--- src/rtl/mem_arb_pkg.sv ---
// mem_arb_pkg: shared FSM state type and default access latency for the memory arbiter
package mem_arb_pkg;
  typedef enum logic [1:0] {IDLE, ACCESS, RESP} state_e;
  localparam int LAT_DEF = 1;
endpackage

--- src/rtl/rr_pick.sv ---
// rr_pick: picks the first set request bit scanning from ptr upward, modulo C
module rr_pick #(
  parameter int C  = 2,
  parameter int PW = 1
) (
  input  logic [C-1:0]  req,
  input  logic [PW-1:0] ptr,
  output logic [PW-1:0] win,
  output logic          valid
);
  always_comb begin
    win = '0;
    for (int i = C - 1; i >= 0; i--)
      if (req[(int'(ptr) + i) % C]) win = PW'((int'(ptr) + i) % C);
  end
  assign valid = |req;
endmodule

--- src/rtl/mem_rr_arbiter.sv ---
// mem_rr_arbiter: round-robin arbiter sharing one synchronous-read data memory among C cores
module mem_rr_arbiter
  import mem_arb_pkg::*;
#(
  parameter int C   = 2,
  parameter int LAT = LAT_DEF
) (
  input  logic         clk,
  input  logic         reset,
  input  logic [C-1:0] req,
  input  logic [C-1:0] req_we,
  input  logic [15:0]  req_adr [C],
  input  logic [15:0]  req_wdat [C],
  output logic [C-1:0] ack,
  output logic [15:0]  rdat,
  output logic [15:0]  mem_adr,
  output logic [15:0]  mem_wdat,
  output logic         mem_we,
  input  logic [15:0]  mem_rdat,
  output logic         busy
);
  localparam int PW = C > 1 ? $clog2(C) : 1;
  state_e        state_q, state_d;
  logic [PW-1:0] ptr_q, ptr_d, g_q, g_d, win;
  logic          valid, we_q, we_d;
  logic [3:0]    cnt_q, cnt_d;
  logic [15:0]   adr_q, adr_d, wdat_q, wdat_d;
  rr_pick #(.C(C), .PW(PW)) u_pick (.req(req), .ptr(ptr_q), .win(win), .valid(valid));
  always_comb begin
    state_d = state_q;
    ptr_d   = ptr_q;
    g_d     = g_q;
    cnt_d   = cnt_q;
    we_d    = we_q;
    adr_d   = adr_q;
    wdat_d  = wdat_q;
    case (state_q)
      IDLE: if (valid) begin
        state_d = ACCESS;
        g_d     = win;
        we_d    = req_we[win];
        adr_d   = req_adr[win];
        wdat_d  = req_wdat[win];
        ptr_d   = int'(win) == C - 1 ? '0 : win + PW'(1);
        cnt_d   = '0;
      end
      ACCESS: begin
        state_d = cnt_q == 4'(LAT - 1) ? RESP : ACCESS;
        cnt_d   = cnt_q == 4'(LAT - 1) ? '0 : cnt_q + 4'd1;
      end
      default: state_d = IDLE;
    endcase
  end
  always_ff @(posedge clk) begin
    if (reset) begin
      state_q <= IDLE;
      ptr_q   <= '0;
      g_q     <= '0;
      cnt_q   <= '0;
      we_q    <= 1'b0;
      adr_q   <= '0;
      wdat_q  <= '0;
    end else begin
      state_q <= state_d;
      ptr_q   <= ptr_d;
      g_q     <= g_d;
      cnt_q   <= cnt_d;
      we_q    <= we_d;
      adr_q   <= adr_d;
      wdat_q  <= wdat_d;
    end
  end
  // address stays on the bus through RESP so the synchronous read data lines up with ack
  always_comb begin
    busy     = state_q != IDLE;
    mem_we   = state_q == ACCESS && we_q;
    mem_adr  = state_q == IDLE ? '0 : adr_q;
    mem_wdat = state_q == ACCESS ? wdat_q : '0;
    ack      = state_q == RESP ? C'(1) << g_q : '0;
    rdat     = state_q == RESP && !we_q ? mem_rdat : '0;
  end
endmodule

--- config.mk ---
export PLATFORM = sky130hd
export DESIGN_NAME = mem_rr_arbiter
export DESIGN_NICKNAME = d
export VERILOG_FILES = /design/src/rtl/mem_arb_pkg.sv /design/src/rtl/rr_pick.sv /design/src/rtl/mem_rr_arbiter.sv
export SDC_FILE = /design/constraint.sdc
export NUM_CORES = 1
export LEC_CHECK = 0
export CORE_AREA = 2 2 80 82
export CTS_CLUSTER_DIAMETER = 30
export CTS_CLUSTER_SIZE = 24
export DETAILED_ROUTE_END_ITERATION = 10
export DIE_AREA = 0 0 82 84
export PLACE_DENSITY = 0.85
export SLEW_MARGIN = 15
export SYNTH_ARGS = -nofsm -noshare
export SYNTH_HDL_FRONTEND = slang
export SYNTH_HIERARCHICAL = 1
export SYNTH_SLANG_ARGS = --single-unit
--- constraint.sdc ---
create_clock -name clk -period 2.9 [get_ports clk]
set_input_delay 0.87 -clock clk [delete_from_list [all_inputs] [get_ports clk]]
set_output_delay 0.87 -clock clk [all_outputs]
set_load 0.03 [all_outputs]
======== After elaboration in Yosys (flattened, before gate mapping) ========
Index checks and enable logic that the tools add are counted.
storage, ports and cells
  register bits ........................... 41
  bits of input ports ..................... 86
  output and inout port bits .............. 52
  word-level logic and storage cells ...... 56
operators by class
  add/subtract/negate cells ............... 3
  order comparisons ....................... 4
  equality and inequality tests ........... 3
  shift operators ......................... 1
  multiplexer cells ....................... 26
  bitwise operators ....................... 2
  reductions and logical operators ........ 10
operator list
  operator               number
  $mux W16               9
  $mux W1                10
  $mux W4                2
  $pmux W4 S2            1
  $mux W2                3
  $add A4 B1 Y4 const B  1
  $logic_not A4 Y1       1
  $lt A1 B2 Y1 const B   2
  $pmux W2 S2            1
  $reduce_and A2 Y1      2
  $reduce_bool A2 Y1     2
  $lt A2 B3 Y1 const B   1
  $add A1 B1 Y1 const B  2
  $eq A2 B1 Y1 const B   1
  $eq A2 B2 Y1 const B   1
  $ge A2 B2 Y1 const B   1
  $logic_and A1 B1 Y1    2
  $logic_not A2 Y1       1
  $ne A2 B1 Y1 const B   1
  $not A1 Y2             1
  $reduce_or A2 Y1       1
  $shl A1 B1 Y2 const A  1
  $and A1 B1 Y1 const A  1
  $logic_not A1 Y1       1

======== Logic depth before layout (Yosys ltp) ========
  depth in word-level cells ............... 11
  gate-level depth with buffers ........... 6
  mapped depth without buffers ............ 5

======== Modules after synthesis ========
The synthesis kept the hierarchy.
by module, submodules not included
  module          times used  cells an instance  area an instance (sq um)  seq. area each (sq um)
  mem_rr_arbiter  1           251                2446.1                    820.8
  rr_pick         1           3                  17.5                      0.0

======== Worst setup path before layout ========
OpenSTA, ideal clock, no wires.
  kind .................................... flip-flop to output port
  start point ............................. register state_q[0]
  end point ............................... output port rdat[10]
  data arrival time ....................... 1.210 ns
  required time ........................... 2.030 ns
  slack ................................... 0.820 ns
  stages on the path, launching flop included .. 5
  buffers on the path ..................... 1
  cells stage by stage .................... dfxtp_1 nand2b_2 nor2_4 clkbuf_1 and2_1
between the ends
  cells in the longest elaborated chain, start to end .. 3
ends and longest elaborated chain
  what                    line                  source
  start, declared         mem_rr_arbiter.sv:23  state_e state_q, state_d;
  start signal, assigned  mem_rr_arbiter.sv:64  state_q <= state_d;
  $eq A2 B2 Y1            mem_rr_arbiter.sv:80  rdat = state_q == RESP && !we_q ? mem_rdat : '0;
  $logic_and A1 B1 Y1     mem_rr_arbiter.sv:80
  $mux W16                mem_rr_arbiter.sv:80
  end, declared           mem_rr_arbiter.sv:15  output logic [15:0] rdat,
Every way passes these cells.

======== Worst setup path in the final report ========
  start point ............................. register state_q[0]
  end point ............................... output port ack[1]
between the ends
  cells in the longest elaborated chain, start to end .. 2
ends and longest elaborated chain
  what           line                  source
  $eq A2 B2 Y1   mem_rr_arbiter.sv:79  ack = state_q == RESP ? C'(1) << g_q : '0;
  $mux W2        mem_rr_arbiter.sv:79
  end, declared  mem_rr_arbiter.sv:14  output logic [C-1:0] ack,
Every way passes these cells.

==> out/qor.yml <==
run_status:
  outcome: "completed"
sta:
  min_period_ps: 2670
  max_freq_mhz: 375
  relSlewSlack_pct: 69.9
  fin_ws_ps: 234
  skew_ps: 5.90
  finalCritPeriodShare_pct: 91.9
  tns_ps: 0
  timing.hold.ws_ps: 457
  tightest_slew_ps: 452
  setup_violations: 0
  drv_slew: 0
  hold_violations: 0
  grt_setup_unrepaired: "false"
worst_setup_path:
  crit_buf_inv: 2
  worstRegToRegCells: 5
  start_kind: "flop"
  cp_num_cells: 4
  cpMaxStageDelayCell: "clkdlybuf4s50_1"
  critPathRequiredTime_ps: 2030
  end_kind: "primary output"
  worstSetupPathType: "reg2out"
  max_stage_delay_ps: 680
  arrival_ps: 1800
  cp_cell_sequence: "buf_4, nand2b_2, nor2_1, clkdlybuf4s50_1"
  critical_path.max_fanout: 6
  crit_family: "buffers and inverters"
cts:
  clkSinkCount: 41
  ctsHoldBuffers: 0
  post-cts-setup-buffers: 0
  clockRootBuffer: "clkbuf_8"
  cts_htree_levels: 2
  clockBufferDepth: 2
  cts_buffers: 5
  tritoncts: "yes"
  path_clk_slew_ps: 70
  clk_latency_ps: 290
floorplanning:
  fp.dieW_um: 82
  die_area_mm2: 0.00689
  coreArea_mm2: 0.00610
  fp.dieH_um: 84
  rows: 29
  io_pins: 138
  start_util_pct: 40.4
drt:
  detail_route.wl_per_cell_um: 13.3
  wirelength_um: 6130
  antenna_left: 0
  vias: 2162
  route.detailed.drc: 0
  drt_iter0_markers: 74
  viasPerCell: 4.68
  firstDrtPassIters: 4
power:
  power_density_mw_per_mm2: 421
  p_total_uw: 1670
  irDropWorstVdd_uv: 311
  cellLeakagePower_uw: 0.00185
hold_path:
  hold_path_depth: 2
  worst_hold_path_type: "reg2reg"
synthesis:
  yosysTopAreaCellShare_pct: 33.3
  yosysWarnings: 6
  avgSynthCellArea_um2: 9.70
  syn_area_mm2: 0.00246
  yosys.area.top_type: "dfxtp_1"
  yosysSeqAreaShare_pct: 33.3
  synth_fp_nets: 342
  synth_seq_cells: 41
  synthCells: 254
  ys_types: 34
  yosys-top-cells-area: "dfxtp_1 (33%), a211oi_2 (17%), mux2i_1 (13%), and2_1 (8.4%), nor2_1 (5.5%)"
grt:
  grt_pass1_vias: 2143
  grtUsageTotal_pct: 18.3
  grt-ovfl-total: 0
  grt_pass1_wl_um: 9890
  antenna_found_initial: 0
  grt_max_degree: 37
layout:
  final_cell_mix: "clkdlybuf4s50_1 (103), dfxtp_1 (41), nor2_1 (35)"
  area_growth_pct: 60.7
  finalNetCount: 473
  num_antenna_cells: 0
  fin_util_pct: 65.0
  mostFrequentLayoutCell: "clkdlybuf4s50_1"
  num-fill-cells: 503
  drive_gt1_share_pct: 18.7
place:
  place_congestion: 0.763
  hpwl_um: 4660
  io_buffers: 137
  place_ws_ps: 44.5
run:
  cap_violations: 0
-- area by class of cell --
class                   count  area [um2]  share of cell area (%)
multi-input cells         186        1450                    36.7
inverters                   7        26.3                   0.664
clock inverters             2        35.0                   0.885
clock buffers               5        68.8                    1.74
repair buffers            144        1460                    36.8
well taps                  77        96.3                    2.43
flip-flops and latches     41         821                    20.7
-- per-stage QoR --
stage | cell area, um2 | instances
after floorplan | 2460 | 254
after global placement | 3800 | 455
after detailed placement | 3800 | 455
after CTS | 3910 | 462
after global routing | 3960 | 462
final | 3960 | 462
-- path summary, 6_finish.rpt --
check | startpoint | endpoint | slack [ps]
max | state_q[0] | ack[1] | 230
min | ptr_q | ptr_q | 460
max reg2reg | state_q[0] | we_q | 1500
min reg2reg | ptr_q | ptr_q | 460
-- flip-flops by register name (all words and copies together) (netlist names) --
| signal | flops |
|---|---|
| cnt_q | 4 |
| g_q | 1 |
| state_q | 2 |
| ptr_q | 1 |
| we_q | 1 |
| adr_q | 16 |
| wdat_q | 16 |
-- worst min-delay path: cells and delay by family, from the launching register on --
family	cells	cell delay, ps
flip-flops	1	310
AND/OR/NAND/NOR	1	50
AO/OA/AOI/OAI	1	50
-- cell families after synthesis --
group                      Yosys count  synth area share (%)
muxes                               33                  13.4
DFF                                 41                  33.3
adders and majority gates            2                  1.02
and+or+nand+nor                    108                  24.6
AOI/OAI and AO/OA                   43                  19.2
buffers and inverters               27                  8.48
-- Yosys cell counts (all sizes together) --
master / number
ha: 2
or3: 2
a21boi: 1
nand2: 7
o32ai: 1
a21oi: 6
nor2: 37
buf: 7
inv: 7
or2: 1
dfxtp: 41
o21bai: 1
clkbuf: 12
nand2b: 3
dlymetal6s2s: 1
nor3: 1
nor3b: 1
mux2i: 33
nand3: 4
nor2b: 3
and2: 33
a31oi: 1
and2b: 14
or3b: 2
a211oi: 33
-- report_power, final --
part	switching, uW	internal [uW]
clock	181	250
combinational	283	299
sequential	29.7	626
total	494	1170
-- routing by layer --
layer	share of wire, %	global-route usage, %	vias to the layer above
met5	0	0	-
met4	1.4	5.91	0
met3	6.1	3.90	8
met2	52	32.4	57
met1	40	21.5	974
li1	-	-	1123
-- repair_timing --
item,CTS,global route
setup endpoints to repair,31,30
gates resized for setup,2,18
gates cloned,0,0
pin swaps,0,0
Power figures use the tool's default switching activity.
==> RTL change 1 (same flow settings) <==
`C` is set to 2 in 2 places; all go to 1.
--- a/src/rtl/rr_pick.sv
+++ b/src/rtl/rr_pick.sv
@@ -1,5 +1,5 @@
 // rr_pick: picks the first set request bit scanning from ptr upward, modulo C
 module rr_pick #(
-  parameter int C  = 2,
+  parameter int C  = 1,
   parameter int PW = 1
 ) (
--- a/src/rtl/mem_rr_arbiter.sv
+++ b/src/rtl/mem_rr_arbiter.sv
@@ -3,5 +3,5 @@
   import mem_arb_pkg::*;
 #(
-  parameter int C   = 2,
+  parameter int C   = 1,
   parameter int LAT = LAT_DEF
 ) (
Ports: changed (5 resized); port bits go from 138 to 103. No check against the original RTL was run, so the function may have changed too.
==> RTL change 1 against the original RTL <==
  * Area after synthesis fell by 22%
  * Sequential cell count shrank 1
  * Sequential share of layout area is 5.5 points higher
  * Routed wire length fell by 26%
  * First-iteration DRC count is 43% lower
  * Cell area shrank 23%
  * Setup slack worse by 0.023 ns
Power is not compared: it rests on default switching activity, and its combinational part moved more than twofold at a synthesized area within 25%.
==> RTL change 1: results (changes against the original RTL) <==
The placer's final routability congestion estimate is 0.7614 (-0.18%). The number of port buffers was 102 (-26%); the total global routing track utilization was 0.1306 (-0.05246). The violation count after the first detailed-routing iteration is 42 (-43%). For hold timing, the worst endpoint is wdat_q[7]$_SDFFE_PP0P_. The routed length per placed instance was 11.84 µm (-11%). The largest incremental delay on the critical path works out to 0.49 ns (-0.19 ns).

The tools report the data arrival at the endpoint of the critical path as 1.82 ns (+0.02 ns). The multi-input gate share of total cell area was 0.3249 (-0.04227); the largest fanout of any net on the critical path was 16 (+10). The final-layout clock buffer total is 7 (+2). Non-clock inverter total of the final layout: 3 (-4). The buffer share of cell area works out to 0.3499 (-0.01855).

The net total in the final layout is 358 (-24%), and the via-per-instance ratio is 4.445 (-5.0%). On the critical path, the stage with the largest delay is an instance of sky130_fd_sc_hd__nor2_1. The proportion of layout cells with a drive suffix above 1 is 0.1049 (-0.08209). First-pass GRT wire length: 7.107 mm (-28%). The filler cell count was 584 (+16%). The clock tree cell share of total cell area is 0.02786 (+0.001633), and the post-synthesis net count is 257 (-25%). The flow ran to the end, and the final reports show no timing, DRC or antenna violations.

For the slack of the worst reg-to-reg path, the log shows 1.47 ns (-0.03 ns). In this run the critical register-to-register path is captured at cnt_q[2]$_SDFFE_PP0P_. The count of multi-input combinational gates was 146 (-22%).

The sequential cell count of the final layout is 40 (-2.4%), and the worst slew margin relative to its limit is 0.5851 (-0.1137). The number of global-route vias before repair was 1656 (-23%). The worst hold path begins at wdat_q[7]$_SDFFE_PP0P_.

The beginning of the worst register-to-register path is cnt_q[0]$_SDFFE_PP0P_. The run gives 0.005024 ns (-0.0008799 ns) as the final setup skew.
## RTL change 1: critical path: cells and delay by family (launching register included)
family	cells	cell delay, ns
and+or+nand+nor	3	0.89
buffers and inverters	2	0.32
DFF	1	0.33
## RTL change 1: power breakdown
part	switching [mW]	total [mW]	leakage, nW	internal [mW]
registers	0.0156	0.599	0.328	0.583
logic	0.122	0.271	1.24	0.148
clock network	0.180	0.352	0.0424	0.172
## RTL change 1: metrics by stage
stage               worst slack, ns    util  std cells  hold slack (ns)  area, µm²
floorplan                    0.8538       -        203           0.4515       1913
global placement            0.09994  0.4787        374           0.4641       2918
detailed placement          0.02443  0.4787        374           0.4743       2918
CTS                         0.01837  0.4932        382           0.4930       3007
global route                0.05944  0.5010        382           0.5156       3054
finish                       0.2108  0.5010        382           0.4856       3054
## RTL change 1: timing repair
item | 4_1_cts | 5_1_grt
endpoints found under the setup margin | 34 | 30
resized for setup | 2 | 18
buffers inserted | 0 | 0
hold endpoints to repair | 0 | 0
## RTL change 1: how the worst max path moves through the flow
stage                     cells after the start          end                    start  slack (ns)
after floorplan                               4      rdat[0]  state_q[0]$_SDFFE_PP0P_        0.85
after global routing                          5      rdat[9]  state_q[0]$_SDFFE_PP0P_        0.06
after global placement                        3  mem_adr[10]  state_q[0]$_SDFFE_PP0P_         0.1
after detailed placement                      3   mem_adr[2]  state_q[0]$_SDFFE_PP0P_        0.02
after CTS                                     3   mem_adr[4]  state_q[0]$_SDFFE_PP0P_        0.02
final                                         5     rdat[13]  state_q[0]$_SDFFE_PP0P_        0.21
## RTL change 1: layer usage
metal,global-route usage,up-vias,share of wire
met5,0,-,0
met4,0.03636,0,0.014
met3,0.04870,8,0.11
met2,0.2380,75,0.48
met1,0.1362,763,0.40
li1,-,852,-
==> RTL change 2 (same flow settings) <==
Without the edit above. Reset style: asynchronous (`reset`), changed in one clocked block.
--- a/src/rtl/mem_rr_arbiter.sv
+++ b/src/rtl/mem_rr_arbiter.sv
@@ -52,5 +52,5 @@
     endcase
   end
-  always_ff @(posedge clk) begin
+  always_ff @(posedge clk or posedge reset) begin
     if (reset) begin
       state_q <= IDLE;
Formal check against the unedited RTL: differs if reset is asserted again (counterexample within 4 cycles, from zero or initial values and one cycle with reset high); with reset held inactive, the same outputs for 10 cycles.
==> RTL change 2 against the original RTL <==
  * Setup slack worse by 0.034 ns
  * Area after synthesis is 8.7% lower
  * Cell area is 6.2% lower
  * Highest routed layer unchanged
  * Routed wire length is 4.0% lower
  * Sequential cell count stayed put
  * First-iteration DRC count is 18% higher
Power is not compared: it rests on default switching activity, and its combinational part moved more than twofold at a synthesized area within 25%.
==> RTL change 2: results (changes against the original RTL) <==
The fraction of registers with async set or reset after synthesis works out to 1.000 (+1.000). The placer's final routability congestion estimate is 0.7589 (-0.51%). The met3 global-route usage is 0.06602 (+0.02706), and the adder and majority cell fraction of the synthesized area is 0.01112 (+0.0009660). For the count of distinct cell types in the synthesized netlist, the log shows 25 (-26%). The data arrival at the endpoint of the critical path is 1.83 ns (+0.03 ns), and the post-synthesis net count is 330 (-3.5%). The tools report the via total after detailed routing as 2098 (-3.0%). The largest fanout of any net on the critical path came out at 17 (+11). The flow ran to the end, and the final reports show no timing, DRC or antenna violations.

The met1 capacity usage during global routing was 0.1860 (-0.02854). Detailed route wirelength on metal3: 588 µm (+57%). The routed metal-1 wirelength came out at 2.190 mm (-12%).

The post-synthesis compound-gate area fraction came out at 0.09622 (-0.09576). The first-pass GRT wire length is 9.528 mm (-3.7%), and the final routed wirelength across all metal layers is 5.880 mm (-4.0%). The multiplexer fraction of the synthesized cell area is 0.1580 (+0.02388), and the transition time at the pin with the least slew margin is 0.8337 ns (+0.3819 ns). Total global routing track utilization: 0.1787 (-0.004352). For the HPWL after detailed placement, the log shows 4.751 mm (+1.9%). Sorting the synthesized cells by area gives the leading types as sky130_fd_sc_hd__dfrtp_1 46%, sky130_fd_sc_hd__mux2i_1 15%, sky130_fd_sc_hd__and2_1 9.2%, sky130_fd_sc_hd__o21ai_0 7.8%, sky130_fd_sc_hd__nand2_1 6.2%. The largest net degree at the start of global routing is 54 (+46%). The proportion of layout cells with a drive suffix above 1 came out at 0.1383 (-0.04872). By count the netlist is led by 41 x sky130_fd_sc_hd__dfrtp_1, 37 x sky130_fd_sc_hd__nand2_1, 35 x sky130_fd_sc_hd__o21ai_0.

The run gives 0.001629 ns (-0.004274 ns) as the final setup skew.
[RTL change 2: through the flow]
step / setup slack (ns) / instances / util / hold WS [ns] / instance area [µm²]
final: 0.1998 / 453 / 0.6092 / 0.4720 / 3714
after global routing: 0.09619 / 453 / 0.6092 / 0.4991 / 3714
after CTS: 0.1101 / 453 / 0.6088 / 0.4786 / 3711
after detailed placement: 0.1936 / 446 / 0.5946 / 0.4624 / 3625
after global placement: 0.2695 / 446 / 0.5946 / 0.4524 / 3625
after floorplan: 0.7327 / 242 / - / 0.4418 / 2250
[RTL change 2: power groups by stage]
stage	registers (mW)	logic, mW	clock network, mW
after floorplan	0.923	1.20	0
after global placement	0.952	1.87	0
after detailed placement	0.968	1.90	0
after CTS	0.959	1.91	0.375
after global routing	0.994	2.06	0.409
final	0.956	1.88	0.365
[RTL change 2: cell type report]
class	count	share of cell area
Multi-Input combinational cell	177	0.3046
Clock buffer	7	0.02325
Timing Repair Buffer	143	0.3619
Inverter	8	0.008086
Sequential cell	41	0.2763
Tap cell	77	0.02594
[RTL change 2: path summary, 6_finish.rpt]
path	startpoint	end	slack [ns]	depth (start not counted)
min in group asynchronous	reset	wdat_q[0]$_DFFE_PP0P_	1.09	2
setup / recovery	state_q[1]$_DFFE_PP0P_	mem_adr[14]	0.20	4
hold / removal	adr_q[2]$_DFFE_PP0P_	adr_q[2]$_DFFE_PP0P_	0.47	2
setup reg to reg	state_q[0]$_DFFE_PP0P_	wdat_q[7]$_DFFE_PP0P_	1.30	4
hold reg to reg	adr_q[2]$_DFFE_PP0P_	adr_q[2]$_DFFE_PP0P_	0.47	2
max in group asynchronous	reset	wdat_q[5]$_DFFE_PP0P_	1.28	2
[RTL change 2: repair_timing]
item / in CTS / in global routing
endpoints found under the setup margin: 0 / 2
hold buffers: 0 / 0
gates resized for setup: 0 / 1
